**src/rtl/conv_job_scheduler.sv**
```systemverilog
// Binary-convolution job scheduler: queues host descriptors in a small FIFO and
// dispatches them one at a time to the conv engine through a run/busy handshake.
module conv_job_scheduler #(
  parameter int unsigned Depth   = 4,
  parameter int unsigned Aw      = 12,
  parameter int unsigned Timeout = 15
) (
  input  logic                     clk_i,
  input  logic                     reset_b_i,
  input  logic                     desc_valid_i,
  output logic                     desc_ready_o,
  input  logic [Aw-1:0]            desc_in_base_i,
  input  logic [Aw-1:0]            desc_out_base_i,
  input  logic [Aw-1:0]            desc_w_addr_i,
  input  logic                     enable_i,
  input  logic                     abort_i,
  output logic                     eng_run_o,
  output logic [Aw-1:0]            eng_in_base_o,
  output logic [Aw-1:0]            eng_out_base_o,
  output logic [Aw-1:0]            eng_w_addr_o,
  input  logic                     eng_busy_i,
  output logic                     job_done_o,
  output logic                     job_err_o,
  output logic [7:0]               done_cnt_o,
  output logic [$clog2(Depth):0]   fifo_level_o,
  output logic                     sched_busy_o
);

  localparam int unsigned PtrW = $clog2(Depth);
  localparam int unsigned LvlW = PtrW + 1;
  localparam int unsigned TmoW = $clog2(Timeout + 1);

  typedef enum logic [2:0] {
    StIdle, StLaunch, StWaitBusy, StRun, StDone, StErr, StDrain
  } state_e;

  state_e            state_q;
  logic [PtrW-1:0]   wr_ptr_q, rd_ptr_q;
  logic [LvlW-1:0]   level_q, level_d;
  logic [3*Aw-1:0]   mem_q [Depth];
  logic [3*Aw-1:0]   head;
  logic [TmoW-1:0]   tmo_q;
  logic [Aw-1:0]     eng_in_base_q, eng_out_base_q, eng_w_addr_q;
  logic              eng_run_q, job_done_q, job_err_q;
  logic [7:0]        done_cnt_q;
  logic              push, pop;

  // Full FIFO refuses pushes even if a pop lands in the same cycle; abort discards pushes.
  assign desc_ready_o = (level_q != LvlW'(Depth));
  assign push         = desc_valid_i & desc_ready_o & ~abort_i;
  assign pop          = (state_q == StLaunch) & ~abort_i;
  assign head         = mem_q[rd_ptr_q];

  // Next FIFO occupancy from this cycle's push/pop.
  always_comb begin
    level_d = level_q + LvlW'(push) - LvlW'(pop);
  end

  // FIFO pointers and level; abort flushes everything.
  always_ff @(posedge clk_i) begin
    if (reset_b_i || abort_i) begin
      wr_ptr_q <= '0;
      rd_ptr_q <= '0;
      level_q  <= '0;
    end else begin
      if (push) wr_ptr_q <= wr_ptr_q + PtrW'(1);
      if (pop)  rd_ptr_q <= rd_ptr_q + PtrW'(1);
      level_q <= level_d;
    end
  end

  // Descriptor storage; contents are don't-care until written.
  always_ff @(posedge clk_i) begin
    if (push) mem_q[wr_ptr_q] <= {desc_in_base_i, desc_out_base_i, desc_w_addr_i};
  end

  // Dispatch FSM with registered pulse outputs and held engine addresses.
  always_ff @(posedge clk_i) begin
    if (reset_b_i) begin
      state_q        <= StIdle;
      tmo_q          <= '0;
      eng_in_base_q  <= '0;
      eng_out_base_q <= '0;
      eng_w_addr_q   <= '0;
      eng_run_q      <= 1'b0;
      job_done_q     <= 1'b0;
      job_err_q      <= 1'b0;
      done_cnt_q     <= '0;
    end else begin
      eng_run_q  <= 1'b0;
      job_done_q <= 1'b0;
      job_err_q  <= 1'b0;
      case (state_q)
        StIdle: begin
          if (enable_i && (level_q != '0) && !abort_i) state_q <= StLaunch;
        end
        StLaunch: begin
          if (abort_i) begin
            state_q <= StIdle;
          end else begin
            {eng_in_base_q, eng_out_base_q, eng_w_addr_q} <= head;
            eng_run_q <= 1'b1;
            tmo_q     <= '0;
            state_q   <= StWaitBusy;
          end
        end
        StWaitBusy: begin
          if (abort_i) begin
            state_q <= eng_busy_i ? StDrain : StIdle;
          end else if (eng_busy_i) begin
            state_q <= StRun;
          end else if (tmo_q == TmoW'(Timeout)) begin
            job_err_q <= 1'b1;
            state_q   <= StErr;
          end else begin
            tmo_q <= tmo_q + TmoW'(1);
          end
        end
        StRun: begin
          if (abort_i) begin
            state_q <= eng_busy_i ? StDrain : StIdle;
          end else if (!eng_busy_i) begin
            job_done_q <= 1'b1;
            if (done_cnt_q != 8'hff) done_cnt_q <= done_cnt_q + 8'd1;
            state_q <= StDone;
          end
        end
        StDone:  state_q <= StIdle;
        StErr:   state_q <= StIdle;
        StDrain: begin
          if (!eng_busy_i) state_q <= StIdle;
        end
        default: state_q <= StIdle;
      endcase
    end
  end

  assign eng_run_o      = eng_run_q;
  assign eng_in_base_o  = eng_in_base_q;
  assign eng_out_base_o = eng_out_base_q;
  assign eng_w_addr_o   = eng_w_addr_q;
  assign job_done_o     = job_done_q;
  assign job_err_o      = job_err_q;
  assign done_cnt_o     = done_cnt_q;
  assign fifo_level_o   = level_q;
  assign sched_busy_o   = (state_q != StIdle);

endmodule

```
**config.mk**
```make
export PLATFORM = sky130hd
export DESIGN_NAME = conv_job_scheduler
export DESIGN_NICKNAME = d
export VERILOG_FILES = /design/src/rtl/conv_job_scheduler.sv
export SDC_FILE = /design/constraint.sdc
export NUM_CORES = 1
export LEC_CHECK = 0
export ABC_AREA = 1
export CAP_MARGIN = 20
export CORE_MARGIN = 4
export CORE_UTILIZATION = 30
export DETAILED_ROUTE_END_ITERATION = 8
export GPL_TIMING_DRIVEN = 0
export PLACE_DENSITY = 0.57
export RECOVER_POWER = 25
export SLEW_MARGIN = 15
export SYNTH_ARGS = -nofsm -noshare
export SYNTH_HDL_FRONTEND = slang
export SYNTH_SLANG_ARGS = --single-unit
```
**constraint.sdc**
```tcl
create_clock -name clk_i -period 5.6 [get_ports clk_i]
set_input_delay 0.56 -clock clk_i [delete_from_list [all_inputs] [get_ports clk_i]]
set_output_delay 0.56 -clock clk_i [all_outputs]
set_load 0.01 [all_outputs]
```
==> run metrics <==
period utilisation layout 48.4%; Rows 59; Internal 2.83 mW; wire length on met3 1.17 mm; drt pass-1 iters 7; Final Max Tran Viols 0; metal2 WL 9.14 mm; crit end category flip-flop; Clk network pwr share 39.9%; first-pass GRT wire length 29.5 mm; Final #Nets 910; Post-Syn Area 8080 µm²; IO Count 94; pin count of the biggest net entering global routing 24; Mapped Cells 735; TritonCTS Buffers 22; average size of a mapped cell 11.0 µm²; total track usage 12.8%; fin util 39.3%; # DRC 0; layout cell share with drive strength beyond 1 8.49%; pwr dens 363 nW/µm²; dpl hpwl roughly 13 mm; CTS max path bufs 3; Worst Path Max Fanout 7; Worst-Skew Late Latency 0.50 ns; total setup buffers inserted after CTS 0; fill count 2,556; WHS Path Cells 2; Core ar. ~26,000 µm²; Data required, critical path 5.99 ns; Rel. slew slack between 40 and 50%; highest routed layer met5; most frequent cells in the layout nor2_1 (171), edfxtp_1 (144), o21ai_0 (111); H-tree levels 1; clock-pin slew on the worst setup and hold paths around 0.060 ns; initial antenna violation count 3; area share of and/or/nand/nor cells after synthesis 12.8%; Starting Density 30.8%; Max Cap Viol 0; post-synthesis register bit count 205; die area 29,600 µm²; largest family of logic cells by synthesized area simple AND/OR/NAND/NOR gates; die width 172 µm; final setup TNS 0 ns; CP startpoint kind input pin; Synth Area in Compound Gates 11.2%; Final ANT Viol Nets 0; area grow syn2layout 27.6%; Register-to-Register Path Depth 11; skew final about 0.009 ns; syn_nets ~790; Initial DRC Count 464; post-cts gate resize count 0; Antenna Diode Count 0; Fin. Hold Viols 0; vias in the first global route 5,309; Slew @ Worst Pin 0.842 ns; Vias 5,498; grt ovf 0; total power draw ~3.7 mW; crit path DAT between 3 and 4 ns; RSZ-0062 raised after global routing false; Lkg Pwr 3.77 nW; Routability Congestion 0.812; CTS Hold Bufs 0; Die Height 172 µm; xor/xnor share of the synthesized area 0.433%; most common cell after layout, fill and taps aside nor2_1; final WL 19.4 mm; sequential power share 46.8%; Yosys cell types 31; Setup Crit Path Kind input pin to flip-flop; area share of fa/ha/maj cells after synthesis a little under 2%; post-layout min period 2.71 ns; worst hold path type flip-flop to flip-flop; # port buffers 93; status completed; post-synthesis mux area share 0%; Combinational Power Share 13.2%; CTS tree done; detailed-route wire length per cell approximately 16 µm; vias per std cell 4.56; Setup violations, final 0; root buffer cell clkbuf_16; WL met1 8.70 mm; switching power total about 0.91 mW; clk sinks between 200 and 250; synth warn 0; Switching Fraction roughly a quarter; maximum VDD drop 0.000179 V; fmax around 0.37 GHz; Seq/Total Area, Yosys 68.6%
[cell usage after synthesis]
cell      instances  area, µm²
buf_2            10       50.1
o22ai_1          21        131
nand3_4           1       17.5
buf_4             5       37.5
nand4_1           4       25.0
nor2_8            1       20.0
inv_1            54        203
a31oi_1          15       93.8
xor2_1            2       17.5
xnor2_1           2       17.5
nor2_1          175        657
clkbuf_1         18       67.6
nand3_1          14       70.1
buf_1             1       3.75
a21oi_4           1       16.3
edfxtp_1        144       4320
nand2_2           1       6.26
fa_1              1       20.0
nor2_4            2       22.5
or2_2             1       6.26
ha_1             11        138
nand3b_1          3       22.5
o21ai_0         111        556
inv_2             4       15.0
buf_6             3       33.8
nor3_1            3       15.0
nor4_1            1       6.26
nand2_1          44        165
o21ai_1           7       35.0
a21oi_1          14       70.1
dfxtp_1          61       1220
[metrics by stage]
| stage | instance area [µm²] | cells | hold slack, ns | worst slack, ns |
|---|---|---|---|---|
| detailed placement | 9560 | 1167 | 0.490 | 2.32 |
| global placement | 9430 | 1163 | 0.481 | 0.506 |
| floorplan | 8080 | 735 | 0.477 | 2.77 |
| finish | 10300 | 1207 | 0.506 | 2.89 |
| global route | 10300 | 1207 | 0.533 | 2.69 |
| CTS | 10300 | 1207 | 0.508 | 2.85 |
[per-layer routing]
| metal | global-route usage [%] | vias up |
|---|---|---|
| met2 | 21.0 | 132 |
| li1 | - | 2770 |
| met5 | 0 | - |
| met1 | 17.3 | 2558 |
| met4 | 3.73 | 4 |
| met3 | 2.72 | 34 |
[critical path, stage by stage]
cell and delay, ns:
clkdlybuf4s50_1 0.72, inv_1 0.20, nand3_1 0.47, o21ai_0 0.15
ha_1 0.22, fa_1 0.37, xor2_1 0.16, o21ai_0 0.18
a21oi_1 0.06
[power groups by stage]
stage / Sequential, mW / Clock [mW] / Combinational (mW)
3_3_place_gp: 1.79 / 0 / 0.493
6_report: 1.75 / 1.49 / 0.495
3_5_place_dp: 1.79 / 0 / 0.505
5_1_grt: 1.76 / 1.60 / 0.554
4_1_cts: 1.75 / 1.53 / 0.508
2_1_floorplan: 1.80 / 0 / 0.248
[sequential cells by signal, summed over array words and instances, names as in the netlist]
| name | cells |
|---|---|
| mem_q | 144 |
| eng_in_base_o | 12 |
| eng_out_base_o | 12 |
| eng_w_addr_o | 12 |
| done_cnt_o | 8 |
| tmo_q | 4 |
| fifo_level_o | 3 |
| state_q | 3 |
| rd_ptr_q | 2 |
| wr_ptr_q | 2 |
| eng_run_o | 1 |
| job_done_o | 1 |
| job_err_o | 1 |
[final timing paths]
kind / endpoint / startpoint / slack, ns
hold reg to reg: tmo_q[1] / tmo_q[1] / 0.51
hold / removal: tmo_q[1] / tmo_q[1] / 0.51
setup / recovery: fifo_level_o[2] / abort_i / 2.89
setup reg to reg: fifo_level_o[2] / state_q[2] / 3.28
[logic make-up after synthesis]
kind of cell / count (synthesis)
and+or+nand+nor: 250
AOI/OAI and AO/OA: 169
xor gates and xnor gates: 4
DFF: 205
buffers and inverters: 95
adders and majority gates: 12
[area by class of cell]
class                      count  area [µm²]  area share, %
inverter                      58         218           2.11
buffer                        37         193           1.87
tap                          335         419           4.06
clock buffer                  26         597           5.78
timing repair buffer          97        1030           9.94
multi-input combinational    435        2160           20.9
sequential                   205        5550           53.7
clock inverter                14         161           1.56
Note: power is estimated with default switching activity, not from simulation.
